### src/rtl/compressed_prefetch_buffer.sv
// compressed_prefetch_buffer: sequential prefetcher with small FIFO in front of the decompressor
module compressed_prefetch_buffer #(
  parameter int WIDTH = 32,
  parameter logic [WIDTH-1:0] PCADD = 'b100,
  parameter int DEPTH = 4,
  parameter logic [WIDTH-1:0] RESETPC = '0
) (
  input  logic             clk,
  input  logic             reset,
  input  logic [WIDTH-1:0] PCcompress,
  input  logic             Consume,
  output logic             MemReq,
  output logic [WIDTH-1:0] MemAddr,
  input  logic             MemAck,
  input  logic [WIDTH-1:0] MemRdata,
  output logic [WIDTH-1:0] NextInstr,
  output logic             InstrValid
);
  localparam int AW = $clog2(DEPTH);
  localparam logic [AW:0] DEPTH_C = DEPTH[AW:0];
  typedef enum logic [1:0] {IDLE, BUSY, DISCARD} state_t;
  state_t state, state_nx;
  logic [WIDTH-1:0] fifo [DEPTH];
  logic [WIDTH-1:0] expected_pc, fetch_pc;
  logic [AW-1:0] rd_ptr, wr_ptr;
  logic [AW:0] count, pop_w, push_w;
  logic redirect, pop, push, issue;
  assign redirect = PCcompress != expected_pc;
  assign InstrValid = !redirect && count != '0;
  assign pop = Consume && InstrValid;
  assign pop_w = {{AW{1'b0}}, pop};
  assign push_w = {{AW{1'b0}}, push};
  assign NextInstr = InstrValid ? fifo[rd_ptr] : '0;
  // Fetch FSM: issue when room remains after this cycle's pop; a word acked under redirect is dropped
  always_comb begin
    state_nx = state;
    issue = 1'b0;
    push = 1'b0;
    case (state)
      IDLE: begin
        issue = !redirect && (count - pop_w) < DEPTH_C;
        state_nx = issue ? BUSY : IDLE;
      end
      BUSY: begin
        push = MemAck && !redirect;
        state_nx = MemAck ? IDLE : (redirect ? DISCARD : BUSY);
      end
      DISCARD: state_nx = MemAck ? IDLE : DISCARD;
      default: state_nx = IDLE;
    endcase
  end
  // FSM state register
  always_ff @(posedge clk) begin
    if (reset) state <= IDLE;
    else state <= state_nx;
  end
  // Request outputs, PCs and FIFO pointers; a redirect flushes the FIFO and retargets both PCs
  always_ff @(posedge clk) begin
    if (reset) begin
      MemReq <= 1'b0;
      MemAddr <= RESETPC;
      expected_pc <= RESETPC;
      fetch_pc <= RESETPC;
      rd_ptr <= '0;
      wr_ptr <= '0;
      count <= '0;
    end else begin
      if (issue) begin
        MemReq <= 1'b1;
        MemAddr <= fetch_pc;
      end else if (state != IDLE && MemAck) begin
        MemReq <= 1'b0;
      end
      if (redirect) begin
        expected_pc <= PCcompress;
        fetch_pc <= PCcompress;
        rd_ptr <= '0;
        wr_ptr <= '0;
        count <= '0;
      end else begin
        if (issue) fetch_pc <= fetch_pc + PCADD;
        if (pop) begin
          expected_pc <= expected_pc + PCADD;
          rd_ptr <= rd_ptr + AW'(1);
        end
        if (push) wr_ptr <= wr_ptr + AW'(1);
        count <= count + push_w - pop_w;
      end
    end
  end
  // FIFO storage, written only on an accepted ack
  always_ff @(posedge clk) begin
    if (push) fifo[wr_ptr] <= MemRdata;
  end
endmodule

### config.mk
export PLATFORM = sky130hd
export DESIGN_NAME = compressed_prefetch_buffer
export DESIGN_NICKNAME = d
export VERILOG_FILES = /design/src/rtl/compressed_prefetch_buffer.sv
export SDC_FILE = /design/constraint.sdc
export NUM_CORES = 1
export LEC_CHECK = 0
export CORE_MARGIN = 2
export CORE_UTILIZATION = 55
export DETAILED_ROUTE_END_ITERATION = 6
export PLACE_DENSITY = 0.79
export SLEW_MARGIN = 15
export SYNTH_ARGS = -nofsm -noshare
export SYNTH_HDL_FRONTEND = slang
export SYNTH_SLANG_ARGS = --single-unit
### constraint.sdc
create_clock -name clk -period 4 [get_ports clk]
set_input_delay 0.6 -clock clk [delete_from_list [all_inputs] [get_ports clk]]
set_output_delay 0.6 -clock clk [all_outputs]
set_load 0.02 [all_outputs]
# Word level (Yosys, flattened, before mapping)
# Memories as Yosys holds them, arrays and structs flattened. A register that Yosys moved wholly into a read port is not among the register bits.
# Index checks and enable logic that the tools add are counted.
[word_totals] ff_bits=106 latchBits=0 mem_bits_rw=128 rom_bits=0 wordCells=51 mem_count=1
[op_classes] add_sub_neg=7 mul=0 n_div=0 order_cmp=1 eq_ne=3 shifts=0 n_mux=18 n_bitwise=0 n_reduce_logical=13
[mem_list] memory="fifo" words=4 width=32 rd=1 rd_clocked_by_memory_dff=1 wr=1 line_no="23" rtl="logic [WIDTH-1:0] fifo [DEPTH];"
[ops] op="$mux 32" count=5
[ops] op="$add 32x3->32 const B" count=2
[ops] op="$ne 32x32->1" count=1
[ops] op="$mux 2" count=5
[ops] op="$reduce_bool 2->1" count=4
[ops] op="$mux 1" count=7
[ops] op="$pmux 2 s3" count=1
[ops] op="$sub 3x1->3" count=2
[ops] op="$logic_and 1x1->1" count=5
[ops] op="$add 2x1->2 const B" count=2
[ops] op="$add 3x1->3" count=1
[ops] op="$lt 3x3->1 const B" count=1
[ops] op="$reduce_bool 3->1" count=1
[ops] op="$eq 2x1->1 const B" count=1
[ops] op="$eq 2x2->1 const B" count=1
[ops] op="$logic_not 2->1" count=1
[ops] op="$reduce_or 2->1" count=1
[ops] op="$logic_not 1->1" count=1

# Depth between registers and ports, before layout
# Gate-level depths: netlist of the first run.
[depth] ltp_word=10 mapped_depth=15

# Worst setup path before layout of the first run
# Ideal clock, no wire load.
[synth_timing] path_kind="input-to-reg" startpoint="input port PCcompress[21]" endpoint="register count[2]" arrival_time_ns=3.247 required_time_ns=3.867 path_slack_ns=0.619 path_stages=14 n_path_buf=2 cell_sequence="xor2_1 nor4_1 nand4_1 nor2_1 clkbuf_1 clkbuf_1 nand2_1 ha_1 inv_1 ha_1 fa_1 xnor2_1 xnor2_1 nor3_1"
[synth_via] elab_chain_len=6 word_cells_on_any_way=9 cone_classes="add/sub: 2; eq/ne: 1; mux: 1; reduce/logical: 5"
[synth_rtl] item="start, declared" line_no="10" rtl="input logic [WIDTH-1:0] PCcompress,"
[synth_rtl] item="$ne 32x32->1 *" line_no="28" rtl="assign redirect = PCcompress != expected_pc;"
[synth_rtl] item="$logic_not 1->1" line_no="29, 45"
[synth_rtl] item="$logic_and 1x1->1" line_no="45" rtl="push = MemAck && !redirect;"
[synth_rtl] item="$mux 1" line_no="39" rtl="case (state)"
[synth_rtl] item="$add 3x1->3" line_no="87" rtl="count <= count + push_w - pop_w;"
[synth_rtl] item="$sub 3x1->3" line_no="87"
[synth_rtl] item="end signal, assigned" line_no="87"
[synth_rtl] item="end, declared" line_no="26" rtl="logic [AW:0] count, pop_w, push_w;"
# Mark *: on every way between the ends. The rest lies on a longest branch, timed or not.
# A chain may end at the register's enable or synchronous reset.

# Worst setup path after layout of the first run
[layout_timing] startpoint="input port PCcompress[2]" endpoint="output port NextInstr[28]"
[layout_via] elab_chain_len=4
[layout_rtl] item="$ne 32x32->1" line_no="28"
[layout_rtl] item="$logic_not 1->1" line_no="29" rtl="assign InstrValid = !redirect && count != '0;"
[layout_rtl] item="$logic_and 1x1->1" line_no="29"
[layout_rtl] item="$mux 32" line_no="33" rtl="assign NextInstr = InstrValid ? fifo[rd_ptr] : '0;"
[layout_rtl] item="end, declared" line_no="16" rtl="output logic [WIDTH-1:0] NextInstr,"
# No other way between the ends.

==> impl_metrics.json, run 1 <==
{
  "critPathLaunchType": "input port",
  "start_util": 0.5575,
  "fin_crit_ns": 3.829,
  "ant_nets": 0,
  "drc_errors": 0,
  "crit_buf_inv": 3,
  "cp_common_cell": "clkdlybuf4s50_1",
  "root_buffer": "clkbuf_16",
  "finalWirelength_um": 23480,
  "synth_edf_count": 128,
  "die_w_um": 141.5,
  "critPathKind": "in2out",
  "vias_per_cell": 6.044,
  "pin_count": 134,
  "clk_latency_ns": 0.51,
  "status": "completed",
  "grt_pass1_vias": 6945,
  "fp.dieArea_um2": 20010,
  "num_vias": 7259,
  "syn_nets": 912,
  "port_buffers": 133,
  "synth.distinct_cells": 41,
  "async_reset_ff_frac": 0,
  "ctsHoldBuffers": 0,
  "cp-end-kind": "output port",
  "grt_overflow": 0,
  "antenna_found_initial": 0,
  "synthFlopType": "edfxtp_1",
  "vdd_ir_drop_max_mv": 0.2886,
  "multiInputGateArea_um2": 4118,
  "crit_chain": "clkdlybuf4s50_1 > xor2_1 > nor4_1 > and4_2 > nand3_1 > buf_12 > nor2b_1 > clkdlybuf4s50_1",
  "reg2reg_slack_ns": 0.92,
  "cp.arrival_ns": 3.23,
  "h-tree-depth": 1,
  "grt_max_degree": 106,
  "grt_usage": 0.2347,
  "syn_to_final_growth_pct": 23.64,
  "cts_setup_buffers": 0,
  "wl_per_cell_um": 19.55,
  "slowest_stage": "clkdlybuf4s50_1",
  "finalPower_mw": 5.238,
  "first_pass_iters": 5,
  "clockBufferDepth": 3,
  "hp-class": "reg2reg",
  "max_freq_mhz": 261.2,
  "cts_inserted_buffers": 25,
  "fin_nets": 1025,
  "max_slew_margin": 0.2197,
  "drt_iter0_drc": 600,
  "antenna_cells": 0,
  "cts_resized": 0,
  "setup_viol": 0,
  "tightestPinTransition_ns": 1.171,
  "grt_setup_unrepaired": "no",
  "place.gp.congestion": 0.8740,
  "critPathMaxFanout": 33,
  "clock_sinks": 234,
  "required_ns": 3.40,
  "die_h_um": 141.5,
  "clkTransAtPathRegs_ns": 0.06,
  "cp_top_family": "buffers and inverters",
  "hpwl_um": 15110,
  "grt_pass1_wl_um": 37480,
  "ys_seq_area_frac": 0.5740,
  "synth_warnings": 0,
  "fin_crit_sh": 0.9572,
  "syn_area_per_cell_um2": 12.45,
  "p_leak_nw": 4.009,
  "fillers": 1340,
  "drive_gt1_frac": 0.1262,
  "hold_viol_final": 0,
  "power_density_nw_per_um2": 407.6,
  "skew_ns": 0.01186,
  "max_stage_delay_ns": 0.63,
  "syn_area_um2": 10390,
  "drv_cap": 0,
  "cts_tree": "built",
  "core_area_um2": 18640,
  "register_area_um2": 5967,
  "timing.setup.tns_ns": 0,
  "synth_seq_cells": 234,
  "synthCells": 835,
  "slew_violations": 0,
  "rows": 50
}
-- cells in the final DEF, fill, tap and decap left out, drive strengths merged, types with 2 or more instances in the layout --
cell type,instances
mux4,32
nand3,20
and2,2
o21ai,2
a21oi,66
dfxtp,106
nor2,14
clkinvlp,4
ha,8
xor2,53
edfxtp,128
buf,19
nor4,20
inv,18
or3,2
a211oi,61
and3,6
and4,10
nand2,25
o31ai,32
nor2b,35
clkbuf,29
clkdlybuf4s50,132
bufinv,5
clkinv,7
nor3,25
or2,4
xnor2,42
nor3b,3
nand4,48
-- cells in the mapped netlist (all sizes together) (2+ instances only) --
master,count,area share
a211oi,61,0.049
a21oi,66,0.032
and2,2,0.0012
and3,6,0.0036
and4,10,0.0084
buf,17,0.0073
clkbuf,48,0.017
dfxtp,106,0.20
edfxtp,128,0.37
ha,8,0.0096
inv,17,0.0061
mux4,32,0.069
nand2,25,0.0090
nand3,20,0.0096
nand4,48,0.029
nor2,14,0.0051
nor2b,35,0.021
nor3,25,0.016
nor3b,3,0.0022
nor4,20,0.013
o21ai,2,0.00096
o31ai,32,0.023
or2,4,0.0024
or3,2,0.0012
xnor2,42,0.035
xor2,53,0.045
-- kinds of logic (layout without fill, tap and decap cells) --
group,after synthesis,count (layout),share of synthesized area
buf+inv,82,214,0.03082
mux,33,33,0.07030
xor+xnor,95,95,0.08005
compound gates,166,166,0.1095
flops,234,234,0.5740
fa+ha+maj,9,9,0.01156
simple gates,216,216,0.1238
-- layer usage --
metal / GRT usage / wire, um / up-vias
met2: 0.3917 / 11420 / 283
met1: 0.3272 / 9922 / 3516
met5: 0 / 0 / -
met4: 0.05737 / 511 / 0
met3: 0.03510 / 1629 / 42
li1: - / - / 3418
-- sequential cells by signal, indices dropped and copies added, names as in the netlist, named ones only --
signal / count
MemAddr: 32
fifo: 128
wr_ptr: 2
count: 3
expected_pc: 32
state: 2
fetch_pc: 30
MemReq: 1
rd_ptr: 2
-- stage by stage --
step                cells  cell area [um2]  utilization  setup WS [ns]  hold WS, ns
floorplan             835            10390            -         0.6193       0.4582
global placement     1155            11980       0.6426         0.1976       0.4570
detailed placement   1155            11980       0.6426         0.1720       0.4613
CTS                  1201            12850       0.6893         0.1704       0.4719
global route         1201            12850       0.6893        0.02351       0.4894
finish               1201            12850       0.6893         0.1714       0.4677
-- path summary, 6_finish.rpt --
kind                            depth (start not counted)                        to                        start
worst min register to register                          2  MemAddr[19]$_SDFFE_PP0P_     MemAddr[19]$_SDFFE_PP0P_
worst max-delay path                                    8             NextInstr[28]                PCcompress[2]
worst min-delay path                                    2  MemAddr[19]$_SDFFE_PP0P_     MemAddr[19]$_SDFFE_PP0P_
worst max register to register                         12       count[2]$_SDFF_PP0_  expected_pc[2]$_SDFFE_PP0P_
-- report_power, final --
group	internal, mW	switching [mW]
Sequential	2.56	0.0467
Clock	1.49	0.921
Combinational	0.111	0.105
Total	4.17	1.07
-- cell type report --
cell class / count / area share
Clock buffer: 29 / 0.05063
Tap cell: 234 / 0.02278
Multi-Input combinational cell: 519 / 0.3204
Clock inverter: 17 / 0.01714
Inverter: 17 / 0.004965
Timing Repair Buffer: 151 / 0.1198
Sequential cell: 234 / 0.4643
-- worst register-to-register path, stage by stage, from the launching register on --
cell,delay [ns]
dfxtp_1,0.37
xor2_1,0.19
nor4_1,0.56
nand4_1,0.27
nor2_4,0.21
nand2_1,0.08
ha_1,0.28
inv_1,0.04
ha_1,0.18
fa_1,0.38
xnor2_1,0.18
xnor2_1,0.14
nor3_1,0.05
Power figures use the tool's default switching activity.
==> inputs of run 2 (changes only) <==
--- a/config.mk
+++ b/config.mk
@@ -8,6 +8,7 @@
 export CORE_MARGIN = 2
 export CORE_UTILIZATION = 55
 export DETAILED_ROUTE_END_ITERATION = 6
+export GPL_ROUTABILITY_DRIVEN = 0
 export PLACE_DENSITY = 0.79
 export SLEW_MARGIN = 15
 export SYNTH_ARGS = -nofsm -noshare
==> results of run 2 <==
Same layout as run 1: the final DEF is identical, and so are final timing and power.
==> inputs of run 3 (changes only) <==
--- a/config.mk
+++ b/config.mk
@@ -7,8 +7,10 @@
 export LEC_CHECK = 0
 export CORE_MARGIN = 2
 export CORE_UTILIZATION = 55
+export CTS_CLUSTER_DIAMETER = 100
 export DETAILED_ROUTE_END_ITERATION = 6
 export GPL_ROUTABILITY_DRIVEN = 0
+export HOLD_SLACK_MARGIN = 0.03
 export PLACE_DENSITY = 0.79
 export SLEW_MARGIN = 15
 export SYNTH_ARGS = -nofsm -noshare
==> results of run 3 <==
Same layout as run 1: the final DEF is identical, and so are final timing and power.
